===== config.mk =====
export PLATFORM = sky130hd
export DESIGN_NAME = hazard_ctrl
export DESIGN_NICKNAME = d
export VERILOG_FILES = /design/src/rtl/pcpu_ctrl_pkg.sv /design/src/rtl/forward_unit.sv /design/src/rtl/hazard_ctrl.sv
export SDC_FILE = /design/constraint.sdc
export NUM_CORES = 1
export LEC_CHECK = 0
export BUFFER_PORTS_ARGS = -buffer_cell sky130_fd_sc_hd__buf_2
export CORE_MARGIN = 4
export CORE_UTILIZATION = 45
export CTS_CLUSTER_DIAMETER = 60
export DETAILED_ROUTE_END_ITERATION = 8
export PLACE_DENSITY = 0.76
export SETUP_SLACK_MARGIN = 0.02
export SYNTH_ARGS = -nofsm -noshare
export SYNTH_HDL_FRONTEND = slang
export SYNTH_SLANG_ARGS = --single-unit

===== constraint.sdc =====
create_clock -name clk -period 2.35 [get_ports clk]
set_input_delay 0.5875 -clock clk [delete_from_list [all_inputs] [get_ports clk]]
set_output_delay 0.5875 -clock clk [all_outputs]
set_load 0.02 [all_outputs]

===== src/rtl/pcpu_ctrl_pkg.sv =====
// Shared types and constants for the pcpu pipeline hazard controller.
package pcpu_ctrl_pkg;

  // Data-memory handshake sequencer states
  typedef enum logic [0:0] {
    RUN      = 1'b0,
    MEM_WAIT = 1'b1
  } state_t;

  // EX-stage operand forwarding selects
  localparam logic [1:0] FWD_RF  = 2'b00;
  localparam logic [1:0] FWD_WB  = 2'b01;
  localparam logic [1:0] FWD_MEM = 2'b10;

endpackage


===== src/rtl/forward_unit.sv =====
// Operand forwarding select for one EX-stage source register.
// The MEM-stage result is younger than the WB-stage result, so it takes priority.
module forward_unit
  import pcpu_ctrl_pkg::*;
(
  input  logic [4:0] i_ex_rs,
  input  logic [4:0] i_mem_rd,
  input  logic       i_mem_regwrite,
  input  logic [4:0] i_wb_rd,
  input  logic       i_wb_regwrite,
  output logic [1:0] o_fwd
);

  logic w_mem_hit;
  logic w_wb_hit;

  // x0 is hardwired to zero and is never forwarded
  assign w_mem_hit = i_mem_regwrite && (i_mem_rd != 5'd0) && (i_mem_rd == i_ex_rs);
  assign w_wb_hit  = i_wb_regwrite  && (i_wb_rd  != 5'd0) && (i_wb_rd  == i_ex_rs);

  // Priority select: MEM result first, then WB result, else register file
  always_comb begin
    o_fwd = FWD_RF;
    if (w_mem_hit)     o_fwd = FWD_MEM;
    else if (w_wb_hit) o_fwd = FWD_WB;
  end

endmodule


===== src/rtl/hazard_ctrl.sv =====
// Pipeline hazard controller for the five-stage pcpu core: stalls, flushes,
// operand forwarding, data-memory handshake sequencing and event counters.
module hazard_ctrl
  import pcpu_ctrl_pkg::*;
#(
  parameter int MAX_WAIT = 16,
  parameter int CNT_W    = 16
) (
  input  logic             clk,
  input  logic             reset_n,
  input  logic [4:0]       ID_rs1,
  input  logic [4:0]       ID_rs2,
  input  logic [4:0]       EX_rs1,
  input  logic [4:0]       EX_rs2,
  input  logic [4:0]       EX_rd,
  input  logic             EX_MemRead,
  input  logic             EX_branch_taken,
  input  logic [4:0]       MEM_rd,
  input  logic             MEM_RegWrite,
  input  logic             MEM_MemRead,
  input  logic             MEM_MemWrite,
  input  logic [4:0]       WB_rd,
  input  logic             WB_RegWrite,
  input  logic             dmem_ready,
  output logic             dmem_req,
  output logic             stall_PC,
  output logic             stall_IF_ID,
  output logic             stall_ID_EX,
  output logic             stall_EX_MEM,
  output logic             flush_IF_ID,
  output logic             flush_ID_EX,
  output logic             bubble_MEM_WB,
  output logic [1:0]       ForwardA,
  output logic [1:0]       ForwardB,
  output logic [CNT_W-1:0] stall_cnt,
  output logic [CNT_W-1:0] flush_cnt,
  output logic             mem_timeout
);

  localparam int WAIT_W = $clog2(MAX_WAIT + 1);

  state_t            r_state;
  state_t            w_state_nxt;
  logic [WAIT_W-1:0] r_wait_cnt;
  logic [CNT_W-1:0]  r_stall_cnt;
  logic [CNT_W-1:0]  r_flush_cnt;
  logic              r_mem_timeout;

  logic w_mem_acc;
  logic w_mem_stall;
  logic w_load_use;
  logic w_branch;
  logic w_lu_stall;

  function automatic logic [CNT_W-1:0] sat_inc(input logic [CNT_W-1:0] v);
    return (&v) ? v : v + 1'b1;
  endfunction

  // Hazard detection; a memory stall freezes the front end, so branch and
  // load-use actions wait until the access completes
  assign w_mem_acc   = MEM_MemRead | MEM_MemWrite;
  assign w_mem_stall = w_mem_acc & ~dmem_ready;
  assign w_load_use  = EX_MemRead && (EX_rd != 5'd0) &&
                       ((EX_rd == ID_rs1) || (EX_rd == ID_rs2));
  assign w_branch    = EX_branch_taken & ~w_mem_stall;
  // A taken branch squashes the dependent instruction, so no load-use stall
  assign w_lu_stall  = w_load_use & ~w_mem_stall & ~EX_branch_taken;

  assign dmem_req      = w_mem_acc;
  assign stall_PC      = w_mem_stall | w_lu_stall;
  assign stall_IF_ID   = w_mem_stall | w_lu_stall;
  assign stall_ID_EX   = w_mem_stall;
  assign stall_EX_MEM  = w_mem_stall;
  assign bubble_MEM_WB = w_mem_stall;
  assign flush_IF_ID   = w_branch;
  assign flush_ID_EX   = w_branch | w_lu_stall;

  assign stall_cnt   = r_stall_cnt;
  assign flush_cnt   = r_flush_cnt;
  assign mem_timeout = r_mem_timeout;

  forward_unit u_fwd_a (
    .i_ex_rs        (EX_rs1),
    .i_mem_rd       (MEM_rd),
    .i_mem_regwrite (MEM_RegWrite),
    .i_wb_rd        (WB_rd),
    .i_wb_regwrite  (WB_RegWrite),
    .o_fwd          (ForwardA)
  );

  forward_unit u_fwd_b (
    .i_ex_rs        (EX_rs2),
    .i_mem_rd       (MEM_rd),
    .i_mem_regwrite (MEM_RegWrite),
    .i_wb_rd        (WB_rd),
    .i_wb_regwrite  (WB_RegWrite),
    .o_fwd          (ForwardB)
  );

  // Next-state logic for the memory handshake sequencer
  always_comb begin
    w_state_nxt = r_state;
    case (r_state)
      RUN:      if (w_mem_stall) w_state_nxt = MEM_WAIT;
      MEM_WAIT: if (dmem_ready || !w_mem_acc) w_state_nxt = RUN;
      default:  w_state_nxt = RUN;
    endcase
  end

  // State register
  always_ff @(posedge clk or negedge reset_n) begin
    if (!reset_n) r_state <= RUN;
    else          r_state <= w_state_nxt;
  end

  // Wait-cycle counter (saturating) and sticky timeout flag; the FSM keeps
  // waiting after the flag is raised
  always_ff @(posedge clk or negedge reset_n) begin
    if (!reset_n) begin
      r_wait_cnt    <= '0;
      r_mem_timeout <= 1'b0;
    end else begin
      if (w_state_nxt == RUN)
        r_wait_cnt <= '0;
      else if ((r_state == MEM_WAIT) && (r_wait_cnt != WAIT_W'(MAX_WAIT)))
        r_wait_cnt <= r_wait_cnt + 1'b1;
      if ((r_state == MEM_WAIT) && (r_wait_cnt >= WAIT_W'(MAX_WAIT - 1)))
        r_mem_timeout <= 1'b1;
    end
  end

  // Saturating stall and flush event counters
  always_ff @(posedge clk or negedge reset_n) begin
    if (!reset_n) begin
      r_stall_cnt <= '0;
      r_flush_cnt <= '0;
    end else begin
      if (w_mem_stall | w_lu_stall) r_stall_cnt <= sat_inc(r_stall_cnt);
      if (w_branch)                 r_flush_cnt <= sat_inc(r_flush_cnt);
    end
  end

endmodule


## Yosys cells after proc, flatten, opt, wreduce, memory -nomap -nowiden

Cells that the tools add are included.

| word-level totals | value |
|---|---|
| word-level logic and storage cells | 59 |
| register bits | 39 |
| bits of input ports | 44 |
| output and inout port bits | 45 |

| cells by class | value |
|---|---|
| order comparisons | 1 |
| add/sub/neg operators | 3 |
| multiplexer cells | 9 |
| reductions and logical operators | 20 |
| bitwise gates (word level) | 13 |
| equality and inequality tests | 8 |

Operators by type and width:

| operator | count |
|---|---|
| $add A16 B1 Y16 const B | 2 |
| $reduce_and A16 Y1 | 2 |
| $eq A5 B5 Y1 | 6 |
| $reduce_bool A5 Y1 | 3 |
| $logic_and A1 B1 Y1 | 10 |
| $mux W5 | 2 |
| $not A1 Y1 | 6 |
| $add A5 B1 Y5 const B | 1 |
| $ge A5 B4 Y1 const B | 1 |
| $ne A5 B5 Y1 const B | 1 |
| $and A1 B1 Y1 | 4 |
| $mux W1 | 4 |
| $mux W2 | 2 |
| $reduce_and A2 Y1 | 2 |
| $or A1 B1 Y1 | 3 |
| $logic_or A1 B1 Y1 | 2 |
| $ne A2 B1 Y1 const B | 1 |
| $pmux W1 S2 | 1 |
| $logic_not A1 Y1 | 1 |

## Depth between registers and ports, before layout

Gate-level depths: netlist of run 1.

| depth | value |
|---|---|
| word-level depth | 7 |
| mapped depth | 7 |
| gate-level depth less buffers | 7 |

## Modules after synthesis

Synthesis of run 1 repeated with hierarchy kept, for this count alone.

| second synthesis, totals | value |
|---|---|
| cells, all modules | 240 |
| area total of the unflattened synthesis | 2,451.1 µm² |

Modules (own cells, without submodules):

| module | cells each | times used | seq. area each (µm²) | area an instance (µm²) |
|---|---|---|---|---|
| hazard_ctrl | 198 | 1 | 975.9 | 2,133.3 |
| forward_unit | 21 | 2 | 0.0 | 158.9 |

## Worst setup path before layout of run 1

OpenSTA, ideal clock, no wires.

| timing | value |
|---|---|
| path type | input port to output port |
| start | input port MEM_rd[0] |
| end | output port ForwardA[0] |
| arrival time | 2,062 ps |
| setup slack | -299 ps |
| data required time | 1,762 ps |
| stages | 4 |
| path buffers | 0 |
| cells stage by stage | or4_1 o21ai_1 nor4_1 nor4_1 |

| between the ends | value |
|---|---|
| word-level cells in the longest chain between the ends | 4 |
| elaborated cells between the ends (all ways) | 5 |

Ends and longest elaborated chain:

| element | RTL line | text |
|---|---|---|
| start, declared | hazard_ctrl.sv:18 | `input logic [4:0] MEM_rd,` |
| $reduce_bool A5 Y1 | forward_unit.sv:18 | `assign w_mem_hit = i_mem_regwrite && (i_mem_rd != 5'd0) && (i_mem_rd == i_ex_rs);` |
| $logic_and A1 B1 Y1 | forward_unit.sv:18 |  |
| $logic_and A1 B1 Y1 (*) | forward_unit.sv:18 |  |
| via u_fwd_a.w_mem_hit | forward_unit.sv:14 | `logic w_mem_hit;` |
| $mux W2 (*) | forward_unit.sv:24 | `if (w_mem_hit) o_fwd = FWD_MEM;` |
| end, declared | hazard_ctrl.sv:33 | `output logic [1:0] ForwardA,` |

The timed path passes the listed nets; every way through them passes the cells marked *.

## Final worst setup path of run 1

| timing | value |
|---|---|
| start | input port WB_rd[3] |
| end | output port ForwardA[0] |

| between the ends | value |
|---|---|
| word-level cells in the longest chain between the ends | 5 |
| elaborated cells between the ends (all ways) | 6 |

Ends and longest elaborated chain:

| element | RTL line | text |
|---|---|---|
| start, declared | hazard_ctrl.sv:22 | `input logic [4:0] WB_rd,` |
| $reduce_bool A5 Y1 | forward_unit.sv:19 | `assign w_wb_hit = i_wb_regwrite && (i_wb_rd != 5'd0) && (i_wb_rd == i_ex_rs);` |
| $logic_and A1 B1 Y1 | forward_unit.sv:19 |  |
| $logic_and A1 B1 Y1 (*) | forward_unit.sv:19 |  |
| $mux W1 (*) | forward_unit.sv:25 | `else if (w_wb_hit) o_fwd = FWD_WB;` |
| $mux W2 (*) | forward_unit.sv:24 |  |

Mark *: on every way between the ends. The rest lies on a longest branch, timed or not.

==> flow_results.org, run 1 <==
** Status
- The flow ran to the end, but the final reports show violations.
- Violated checks :: setup timing

** Setup path
- Longest individual stage delay on the worst path :: ~0.55 ns
- CP Launch Type :: input port
- Number of buffers and inverters on the critical path :: 2
- The critical path goes through buf_6 -> or4_4 -> o21ai_2 -> or4_4 -> nor4_4 -> buf_4.
- Crit path top cell by count :: sky130_fd_sc_hd__or4_4
- The worst setup path is of the in -> out kind.
- STA classifies the critical path endpoint as a primary output.
- Maximum fanout along the worst path :: 3
- Data required time of the worst path :: 1.76 ns
- Data arrives at the worst endpoint at between 1.5 and 2 ns.
- Worst path slowest cell :: sky130_fd_sc_hd__or4_4
- Delay-heaviest family, CP :: simple AND/OR/NAND/NOR gates

** Placement
- Placed cell area :: 3060 um^2
- Routability-driven placement finished with a final weighted congestion of around 0.84.
- Summed over all nets, the half-perimeter wirelength after detailed placement is around 4400 um.
- During placement, the flow inserted port buffers numbering 88.

** Synthesis
- Nets in the synthesized netlist :: 284
- Of all cell types, the one taking the most synthesized area is sky130_fd_sc_hd__dfrtp_1.
- Warnings from Yosys :: 0
- Avg Cell Area, Syn :: around 10 um^2
- Number of distinct library cell variants in the gate-level netlist after synthesis :: 37
- Number of enable flip-flop cells after synthesis :: 0
- Ys async rst share :: 100.0%
- Proportion of netlist area held by the largest area contributor :: 40.90%
- Primary flip-flop cell chosen by synthesis mapping :: sky130_fd_sc_hd__dfrtp_1
- Most common cell in the synthesized netlist :: sky130_fd_sc_hd__dfrtp_1
- The cell area that synthesis handed to floorplanning was 2386 um^2.
- Main area contributors after synthesis :: sky130_fd_sc_hd__dfrtp_1 41%, sky130_fd_sc_hd__xor2_1 12%, sky130_fd_sc_hd__xnor2_1 11%
- Flop and latch count out of synthesis :: 39
- Post-Synthesis Cells :: 235
- Top cells by count, synth :: 39 x sky130_fd_sc_hd__dfrtp_1, 32 x sky130_fd_sc_hd__xor2_1, 30 x sky130_fd_sc_hd__xnor2_1
- Sequential share of the synthesized area :: 40.90%

** Cells and area
- Fraction of layout instances using a drive strength above 1 :: approximately 43%
- Layout area overhead :: 39.70%
- Area of all placed cells without fillers :: 3333 um^2
- 0 antenna diodes ended up in the layout.
- Total number of nets in the final design :: 396

** Global routing
- After global routing the overflow that remains totals 0.
- Number of global-route vias before repair :: 2073
- After global routing, the most crowded layer is met2.
- Wire length of the first global-routing pass :: between 8000 and 9000 um
- Met1 Usage GRT :: a little under a fifth
- Entering global routing, the biggest net connects 15 pins.
- GR met2 Demand/Resource :: 30.87%
- GR Util met3 :: 5.765%
- The initial antenna violation count was 0.
- Overall global routing resource usage :: 17.36%

** Die
- For this configuration, the core starts out at a cell density of 46.72%.
- The die covers 6531 um^2.
- The floorplan has 26 rows.
- The die is 80.82 um tall.
- After floorplanning, the core was sized to cover 5107 um^2.
- The floorplan step set the die width to 80.82 um.
- Pin placement for this block handled 89 I/O pins.

** STA
- Setup repair after global routing could not meet its margin everywhere.
- Counting I/O delays and the setup requirement, the final critical path takes 2.457 ns.
- Pin slew with the least headroom to its limit :: 0.3505 ns
- Peak clock frequency supported by timing :: 0.4070 GHz
- Worst slew margin :: between 70% and 80%
- Clock Skew :: 0.004740 ns
- The final-report max-slew violation count is 0.
- Final sum of negative setup slack :: -0.1880 ns
- Final Hold Vio Count :: 0
- Setup violations remaining at the end of the flow were counted as 2.
- Fin crit share :: 104.6%
- Final worst setup slack :: -0.1073 ns

** Job
- Max-cap check violation count :: 0

** Drt
- Wire length per cell :: 13.17 um
- Post-Route WL :: ~5500 um
- Routed vias/inst :: 4.955
- Once detail routing completed, the nets flagged for antenna violations numbered 0.
- Initial DRC Count :: 62
- Total via count in the routed design :: a little over 2000
- Detailed-router iteration count before antenna repair :: 4
- In the routed design, unresolved DRC markers number 0.

** Min path
- Class of the most critical hold timing path :: in -> async

** Clock network
- The root buffer cell chosen for the clock tree is sky130_fd_sc_hd__clkbuf_8.
- Clock Latency Late Sink :: 0.29 ns
- CTS tree :: yes
- Buffers inserted during clock tree synthesis total 5.
- Number of sinks handled by clock tree synthesis :: 39
- Total number of H-tree levels :: 2
- Clock-pin slew was measured on the worst setup and hold paths at 0.07 ns.
- Counting along the longest clock path gives a buffer depth of 2.

** Power and ir drop
- PnR Total Power :: approximately 2.1 mW
- In this run the power density over the cells is roughly 640 nW/um^2.
- VDD sags by at most roughly 0.34 mV.
- Leak pwr :: 1.626 nW
==> timing repair <==
action                     4_1_cts  5_1_grt
gates resized for setup         12       27
hold buffers                     0        0
pin swaps                        7       10
setup buffers                    0        2
setup endpoints to repair        7        7
hold endpoints to repair         0        0
==> metal layers <==
metal	vias to the layer above	wire, um
met2	71	2706
li1	1025	-
met3	6	485
met5	-	0
met1	969	2233
met4	0	80
==> cells by family (layout without fill, tap and decap cells) <==
group / after synthesis / count (layout) / share of synthesized area [%]
flip-flops: 39 / 39 / 40.90
XOR/XNOR: 63 / 63 / 23.44
AND/OR/NAND/NOR: 99 / 99 / 23.76
adder cells (fa/ha/maj): 5 / 5 / 2.622
AO/OA/AOI/OAI: 11 / 11 / 4.143
buffers and inverters: 15 / 128 / 3.618
multiplexers: 3 / 3 / 1.521
==> stage by stage <==
stage	hold WS, ns	worst slack (ns)	util (%)	instances
final	0.1743	-0.1073	65.26	418
after global routing	0.1802	-0.1264	65.26	418
after CTS	0.1699	-0.1265	62.71	416
after detailed placement	0.4440	-0.1844	59.92	408
after global placement	0.4338	-0.1552	59.92	408
after floorplan	0.2919	0.01437	-	235
==> sequential cells by signal, summed over array words and instances (netlist names) <==
signal / flops
r_wait_cnt: 5
r_state: 1
mem_timeout: 1
stall_cnt: 16
flush_cnt: 16
==> layout by cell type, fill, tap and decap left out, drive strengths merged, types with 2 or more instances in the layout <==
| cell | instances |
|---|---|
| buf | 111 |
| and4 | 2 |
| nor2 | 21 |
| xor2 | 32 |
| nand4 | 9 |
| nand3 | 19 |
| nand2 | 18 |
| nor3 | 6 |
| xnor2 | 31 |
| dfrtp | 39 |
| and3 | 13 |
| o21ai | 3 |
| nor4 | 4 |
| mux2 | 2 |
| or4 | 5 |
| ha | 5 |
| clkbuf | 7 |
| inv | 9 |
==> final cells by class <==
type	instances	area [um^2]
clock inverters	1	7.507
repair buffers	111	704.4
multi-input cells	181	1428
flip-flops and latches	39	975.9
fillers	433	1774
clock buffers	7	96.34
well taps	70	87.58
inverters	9	33.78
==> report_power, final <==
group | internal (mW) | total (mW) | switching [mW]
clock network | 0.267 | 0.493 | 0.226
registers | 0.781 | 0.924 | 0.143
logic | 0.322 | 0.724 | 0.402
total | 1.37 | 2.14 | 0.771
==> worst paths after layout <==
check                              from      endpoint  slack (ns)  cells after the start
setup / recovery               WB_rd[3]   ForwardA[0]       -0.11                      6
hold / removal                  reset_n  stall_cnt[0]        0.17                      1
setup reg to reg           flush_cnt[0]  flush_cnt[5]        0.64                      7
hold reg to reg             mem_timeout   mem_timeout        0.45                      1
max in group asynchronous       reset_n  flush_cnt[7]        1.69                      2
min in group clk            mem_timeout   mem_timeout        0.45                      1
No activity file was read; power rests on OpenSTA's default activity.
==> inputs of run 2 (changes only) <==
--- a/config.mk
+++ b/config.mk
@@ -10,7 +10,7 @@
 export CORE_UTILIZATION = 45
 export CTS_CLUSTER_DIAMETER = 60
 export DETAILED_ROUTE_END_ITERATION = 8
-export PLACE_DENSITY = 0.76
+export PLACE_DENSITY = 0.77
 export SETUP_SLACK_MARGIN = 0.02
 export SYNTH_ARGS = -nofsm -noshare
 export SYNTH_HDL_FRONTEND = slang
==> run 2 against run 1 <==
  * The flow still finishes with violations (setup timing)
  * Total power fell by 4.4%
  * Cell count fell by 1.4%
  * Core utilization is 1.3 points lower
  * Final area decreased by 2.0%
  * Setup slack improved by 0.021 ns
  * Critical path depth is 1 lower
  * Fmax up 0.84%
  * Global-route usage rose by 0.075 points
  * Critical path type unchanged
  * Critical endpoint is now ForwardB[0]
  * Largest cell class unchanged
  * Largest power group unchanged
  * Highest routed layer unchanged
==> flow_results.org, run 2 (same netlist as run 1, synthesis figures left out) <==
** Status
- Result of the run :: finished with violations (unchanged)
- Violated checks: setup timing (unchanged).

** Cells and area
- The final layout net count is 392 (was 396).
- The share of layout cells above drive strength 1 is 41.52% (was 43.10%).
- Layout area overhead :: 36.86% (was 39.70%)
- The most common library cell in the layout ignoring fill and taps is sky130_fd_sc_hd__buf_2 (unchanged).
- The antenna cell count was 0 (unchanged).
- Most frequent cells in the layout :: 73 x sky130_fd_sc_hd__buf_2, 39 x sky130_fd_sc_hd__dfrtp_1, 32 x sky130_fd_sc_hd__xor2_1 (was 74 x sky130_fd_sc_hd__buf_2, 39 x sky130_fd_sc_hd__dfrtp_1, 32 x sky130_fd_sc_hd__xor2_1)

** Drt
- Post-Route WL :: 5321 um (was 5504 um)
- The via density per instance came to 4.930 (was 4.955).
- Post-route antenna net violation count :: 0 (unchanged)
- Total via count in the routed design :: 2031 (was 2071)
- Initial DRC Count :: 52 (was 62)
- Count of unresolved DRC violations after routing :: 0 (unchanged)
- The final routed wire length divided by cell count was 12.92 um (was 13.17 um).
- The number of optimization iterations in the first detailed-route pass came to 4 (unchanged).

** Clock network
- The TritonCTS clock tree is yes (unchanged).
- Clock transition at the registers of the reported paths :: 0.07 ns (about the same)
- The number of H-tree levels was 2 (unchanged).
- Cell chosen for the clock root :: sky130_fd_sc_hd__clkbuf_8 (unchanged)
- Number of sinks handled by clock tree synthesis :: 39 (unchanged)
- Clock Latency Late Sink :: 0.28 ns (was 0.29 ns)
- Clk buf depth :: 2 (unchanged)
- The total CTS buffers was 5 (unchanged).
- The hold-fix buffer count after cts came to 0 (unchanged).

** Power and ir drop
- The power consumption is 2.046 mW (was 2.140 mW).
- Proportion of power drawn by the clock network :: 19.9% (was 23.0%)
- Combinational fraction of design power :: 34.9% (was 33.8%)
- Leak pwr :: 1.592 nW (was 1.626 nW)
- Internal portion of total power :: 1.294 mW (was 1.369 mW)
- Reported net switching power :: 752.4 uW (was 771.1 uW)
- The largest voltage drop on the vdd net is 0.3253 mV (was 0.3433 mV).
- The switching share of power came to 36.77% (was 36.03%).
- The portion of total power attributed to sequential cells is 45.2% (was 43.2%).
- PwrDens :: 626.7 nW/um^2 (was 642.2 nW/um^2)

** STA
- RSZ-0062 raised after global routing: yes (unchanged).
- The final-report max-slew violation count came to 0 (unchanged).
- The number of endpoints with negative hold slack in the final report was 0 (unchanged).
- The worst-case setup margin in the final layout is -0.08669 ns (was -0.1073 ns).
- Fin crit share :: 103.7% (was 104.6%)
- Min cycle time layout :: 2.437 ns (was 2.457 ns)
- The final clock skew came to 0.008393 ns (was 0.004740 ns).
- Number of failing setup endpoints in the final timing report :: 2 (unchanged)
- The maximum operating frequency was 0.4104 GHz (was 0.4070 GHz).
- Final sum of negative setup slack :: -0.1436 ns (was -0.1880 ns)
- Pin slew with the least headroom to its limit :: 0.5038 ns (was 0.3505 ns)
- The tightest slew margin relative to the limit was 66.41% (was 76.46%).
- Final hold slack :: 0.2619 ns (was 0.1743 ns)

** Global routing
- The total global routing track utilization was 17.43% (was 17.36%).
- The via count of the first global-routing pass came to 2028 (was 2073).
- Residual overflow from global routing :: 0 (unchanged)
- The global-route wire length before repair came to 9018 um (was 8838 um).
- The initial antenna violation count is 0 (unchanged).
- The maximum number of pins on one net before global-route repair is 24 (was 15).

** Die
- The initial standard-cell utilization of the core came to 46.72% (unchanged).
- Core Rows :: 26 (unchanged)
- Top Ports :: 89 (unchanged)
- Vertical die dimension :: 80.82 um (unchanged)
- Area of the core region :: 5107 um^2 (unchanged)
- The area enclosed by the die boundary came to 6531 um^2 (unchanged).
- The die extent in x is 80.82 um (unchanged).

** Setup path
- The class of the most critical setup path was in -> out (unchanged).
- CP Launch Type :: input port (unchanged)
- Delay-heaviest family, CP :: simple AND/OR/NAND/NOR gates (unchanged)
- Ordered list of cells on the worst path: buf_2 -> xor2_1 -> or4_4 -> nor4_4 -> buf_4 (was buf_6 -> or4_4 -> o21ai_2 -> or4_4 -> nor4_4 -> buf_4).
- The flop-to-flop setup slack was 0.58 ns (was 0.64 ns).
- Maximum fanout along the worst path :: 2 (was 3)
- The number of cell instances on the worst register-to-register path was 7 (unchanged).
- Reg-to-reg startpoint :: flush_cnt[1] (was flush_cnt[0])
- Worst reg2reg endpoint :: flush_cnt[5] (unchanged)
- Data required time of the worst path :: 1.76 ns (about the same)
- Number of buffers and inverters on the critical path :: 2 (unchanged)
- The arrival time reported for the critical path endpoint is 1.85 ns (was 1.87 ns).
- CP endpoint kind :: primary output (unchanged)
- The highest-delay cell along the critical path is sky130_fd_sc_hd__or4_4 (unchanged).
- The delay of the slowest critical-path stage is 0.54 ns (was 0.55 ns).

** Placement
- Count of input and output buffers :: 88 (unchanged)
- The post-DP HPWL was 4269 um (was 4362 um).
- The final weighted congestion of routability-driven global placement was 0.7984 (was 0.8396).

** Job
- Max-cap check violation count :: 0 (unchanged)

** Min path
- The class of the tightest hold or removal check is in -> async (unchanged).
## run 2: power by group through the flow
stage               combinational (mW)  clock (mW)  sequential, mW
detailed placement               0.691           0           0.933
global route                     0.792       0.452           0.950
global placement                 0.675           0           0.930
finish                           0.715       0.407           0.925
CTS                              0.718       0.421           0.921
floorplan                        0.305           0            1.04
## run 2: area by class of cell
cell class	instances	area [um^2]
clock buffers	6	72.57
fillers	441	1842
inverters	9	33.78
multi-input cells	181	1430
flip-flops and latches	39	975.9
well taps	70	87.58
repair buffers	107	665.6
## run 2: worst max-delay path by stage
stage	start	to	slack (ns)	cells after the start
after floorplan	EX_rd[1]	stall_PC	0.01	5
after global placement	WB_rd[4]	ForwardB[0]	-0.14	6
after detailed placement	WB_rd[0]	ForwardB[0]	-0.18	6
after CTS	EX_rs2[1]	ForwardB[0]	-0.1	5
after global routing	EX_rs2[1]	ForwardB[0]	-0.11	5
final	EX_rs2[1]	ForwardB[0]	-0.09	5
## run 2: layer usage
| layer | vias to the layer above | track usage, % | wire length, um |
|---|---|---|---|
| met3 | 6 | 4.989 | 459 |
| met2 | 72 | 30.46 | 2650 |
| met4 | 0 | 3.547 | 69 |
| met1 | 938 | 21.42 | 2142 |
| met5 | - | 0 | 0 |
| li1 | 1015 | - | - |
## run 2: through the flow
step	std cells	cell area [um^2]	setup WS (ns)	util [%]
detailed placement	406	3045	-0.1755	59.63
floorplan	235	2431	0.01437	-
finish	412	3266	-0.08669	63.94
global route	412	3266	-0.1114	63.94
global placement	406	3045	-0.1409	59.63
CTS	412	3224	-0.09754	63.13
## run 2: timing repair
action / CTS / global route
endpoints found under the setup margin: 7 / 6
pin swaps: 7 / 5
cloned: 0 / 0
setup buffers: 0 / 0
hold endpoints to repair: 0 / 0
gates resized for setup: 24 / 11
==> inputs of run 3 (changes only) <==
--- a/config.mk
+++ b/config.mk
@@ -12,6 +12,7 @@
 export DETAILED_ROUTE_END_ITERATION = 8
 export PLACE_DENSITY = 0.77
 export SETUP_SLACK_MARGIN = 0.02
+export SLEW_MARGIN = 0
 export SYNTH_ARGS = -nofsm -noshare
 export SYNTH_HDL_FRONTEND = slang
 export SYNTH_SLANG_ARGS = --single-unit
==> constraint.sdc (replaced) <==
create_clock -name clk -period 2.05 [get_ports clk]
set_input_delay 0.5125 -clock clk [delete_from_list [all_inputs] [get_ports clk]]
set_output_delay 0.5125 -clock clk [all_outputs]
set_load 0.02 [all_outputs]
==> run 3 against run 2 <==
  * The flow still finishes with violations (setup timing)
  * Clock skew fell by 0.0059 ns
  * Core utilization rose by 0.71 points
  * Sequential share of layout area fell by 0.33 points
  * Highest routed layer unchanged
==> flow_results.org, run 3 (same netlist as run 1, synthesis figures left out) <==
** Clock network
- The cell at the root of the clock tree is sky130_fd_sc_hd__clkbuf_8 (unchanged).
- Total number of H-tree levels :: 2 (unchanged)
- The hold-fix buffer count after cts is 0 (unchanged).
- The total CTS buffers came to 5 (unchanged).
- The clock-pin transition on the worst setup and hold timing paths came to 0.07 ns (about the same).
- Clk buf depth :: 2 (unchanged)
- CTS tree :: yes (unchanged)
- Number of sinks handled by clock tree synthesis :: 39 (unchanged)
- The clock network latency to the later pin of the worst-skew pair is 0.28 ns (about the same).

** Min path
- The class of the tightest hold or removal check is in -> async (unchanged).

** STA
- The tightest slew margin relative to the limit came to 72.11% (was 66.41%).
- Clock Skew :: 0.002459 ns (was 0.008393 ns)
- The worst-case setup margin in the final layout is -0.2531 ns (was -0.08669 ns).
- Final slew viol count :: 0 (unchanged)
- RSZ-0062 raised after global routing :: yes (unchanged)
- Min cycle time layout :: approximately 2.3 ns
- Final Hold Vio Count :: 0 (unchanged)
- After layout, the worst path uses 112.3% of the clock period.
- Timing would allow up to 0.4342 GHz.
- The actual slew at the worst max-slew pin came to 0.4184 ns (was 0.5038 ns).
- The total negative slack for setup checks came to -0.9600 ns (was -0.1436 ns).
- The count of final setup violators came to 7 (was 2).

** Setup path
- The class of the most critical setup path was in -> out (unchanged).
- The endpoint of the lowest-slack register-to-register path is flush_cnt[4] (was flush_cnt[5]).
- The arrival time reported for the critical path endpoint is 1.79 ns (was 1.85 ns).
- The type of origin of the critical path is an input port (unchanged).
- Ordered list of cells on the worst path: buf_6 -> or4_4 -> o21ai_2 -> buf_4 -> or4_4 -> nor4_4 -> buf_4 (was buf_2 -> xor2_1 -> or4_4 -> nor4_4 -> buf_4).
- Reg-to-reg startpoint :: flush_cnt[0] (was flush_cnt[1])
- Data required time of the worst path :: 1.54 ns (was 1.76 ns)
- The number of cell instances on the worst register-to-register path was 7 (unchanged).
- The delay of the slowest critical-path stage came to 0.43 ns (was 0.54 ns).
- Delay-heaviest family, CP :: simple AND/OR/NAND/NOR gates (unchanged)
- Number of buffers and inverters on the critical path :: 3 (was 2)
- The flop-to-flop setup slack came to 0.29 ns (was 0.58 ns).
- CP endpoint kind :: primary output (unchanged)
- The biggest fanout along the worst timing path was 3 (was 2).
- The highest-delay cell along the critical path is sky130_fd_sc_hd__or4_4 (unchanged).

** Global routing
- Overall global routing resource usage :: 17.97% (was 17.43%)
- Wire length of the first global-routing pass :: 9266 um (was 9018 um)
- Number of antenna violations at the first check in global routing :: 0 (unchanged)
- Residual overflow from global routing :: 0 (unchanged)
- The via count of the first global-routing pass is 2062 (was 2028).
- The maximum number of pins on one net before global-route repair was 23 (was 24).

** Cells and area
- Most frequent cells in the layout :: 72 x sky130_fd_sc_hd__buf_2, 39 x sky130_fd_sc_hd__dfrtp_1, 31 x sky130_fd_sc_hd__xor2_1 (was 73 x sky130_fd_sc_hd__buf_2, 39 x sky130_fd_sc_hd__dfrtp_1, 32 x sky130_fd_sc_hd__xor2_1)
- Area of all placed cells without fillers :: 3302 um^2 (was 3266 um^2)
- The number of fill cells is 422 (was 441).
- Count of non-filler cells in the finished layout :: 414 (was 412)
- Finished Core Util :: 64.65% (was 63.94%)
- Leading cell type in the layout, fill and taps excluded :: sky130_fd_sc_hd__buf_2 (unchanged)
- Total inserted antenna cells :: 0 (unchanged)
- Total number of nets in the final design :: 392 (unchanged)
- Layout area overhead :: 38.39% (was 36.86%)
- The share of layout cells above drive strength 1 came to 42.15% (was 41.52%).

** Die
- The area of the core region came to 5107 um^2 (unchanged).
- The die extent in x was 80.82 um (unchanged).
- The I/O pin count was 89 (unchanged).
- The initial standard-cell utilization of the core came to 46.72% (unchanged).
- The die boundary height came to 80.82 um (unchanged).
- The area enclosed by the die boundary was 6531 um^2 (unchanged).
- The total number of placement rows was 26 (unchanged).

** Status
- Result of the run: finished with violations (unchanged).
- Violated checks :: setup timing (unchanged)

** Placement
- The final weighted congestion of routability-driven global placement is 0.8031 (was 0.7984).
- The post-DP HPWL came to 4262 um (was 4269 um).
- The instance area after placement was 3054 um^2 (was 3045 um^2).
- The number of placed instances, taps included came to 405 (was 406).
- The number of buffers added on ports came to 88 (unchanged).

** Power and ir drop
- VDD IR-drop max :: 0.3596 mV (was 0.3253 mV)
- The leakage power came to 1.602 nW (was 1.592 nW).
- PnR Total Power :: 2.380 mW (was 2.046 mW)
- The ratio of total power to cell area was 720.7 nW/um^2 (was 626.7 nW/um^2).

** Drt
- The starting DRC count in detailed routing is 75 (was 52).
- Detailed-router iteration count before antenna repair :: 4 (unchanged)
- The final routed wire length divided by cell count is 13.12 um (was 12.92 um).
- The number of remaining DRC errors came to 0 (unchanged).
- The total via count after detailed routing is 2057 (was 2031).
- Routed vias/inst :: 4.969 (was 4.930)
- The final wirelength was 5431 um (was 5321 um).
- Post-route antenna net violation count :: 0 (unchanged)

** Job
- Max-cap check violation count :: 0 (unchanged)
## run 3: changes by cell type in the layout (fill, tap and decap cells not counted), sizes merged
cell,before,now
clkinv,0,1
clkbuf,6,7
## run 3: per-layer routing
metal	GRT usage [%]	vias up	share of wire [%]
met5	0	-	0
met4	6.419	0	1.7
met3	3.769	8	7.7
met2	31.12	74	47
met1	22.01	957	43
li1	-	1018	-
## run 3: what timing repair did
| action | in CTS | in global routing |
|---|---|---|
| resized for setup | 30 | 7 |
| setup buffers | 1 | 0 |
| setup endpoints to repair | 7 | 9 |
| pin swaps | 12 | 7 |
## run 3: area by class of cell
cell class	count	area [um^2]	area share [%]
Multi-Input combinational cell	181	1435	43.46
Sequential cell	39	975.9	29.56
Timing Repair Buffer	107	688.2	20.84
Tap cell	70	87.58	2.653
Clock buffer	7	76.32	2.311
Inverter	9	33.78	1.023
Clock inverter	1	5.005	0.1516
## run 3: power by group
group,switching (mW),internal (mW),leakage [nW]
registers,0.166,0.895,0.511
logic,0.456,0.366,1.05
clock network,0.258,0.239,0.0422
## run 3: worst register-to-register path, delay by kind of cell, from the launching register on
kind	cells	cell delay, ns
xor+xnor	1	0.13
fa+ha+maj	1	0.24
buf+inv	1	0.07
flops	1	0.43
simple gates	4	0.82
## run 3: how the worst max path moves through the flow
stage / start / depth (start not counted) / endpoint
6_report: WB_rd[4] / 7 / ForwardB[0]
5_1_grt: EX_rs2[3] / 5 / ForwardB[0]
4_1_cts: WB_rd[2] / 6 / ForwardA[0]
3_5_place_dp: WB_rd[0] / 6 / ForwardA[0]
3_3_place_gp: WB_rd[4] / 6 / ForwardA[0]
2_1_floorplan: EX_rd[1] / 5 / stall_PC
## run 3: through the flow
step	hold WS (ns)	setup slack [ns]
floorplan	0.2169	-0.1356
global route	0.1858	-0.3123
global placement	0.4354	-0.2928
CTS	0.1614	-0.2575
detailed placement	0.4396	-0.3060
finish	0.1522	-0.2531
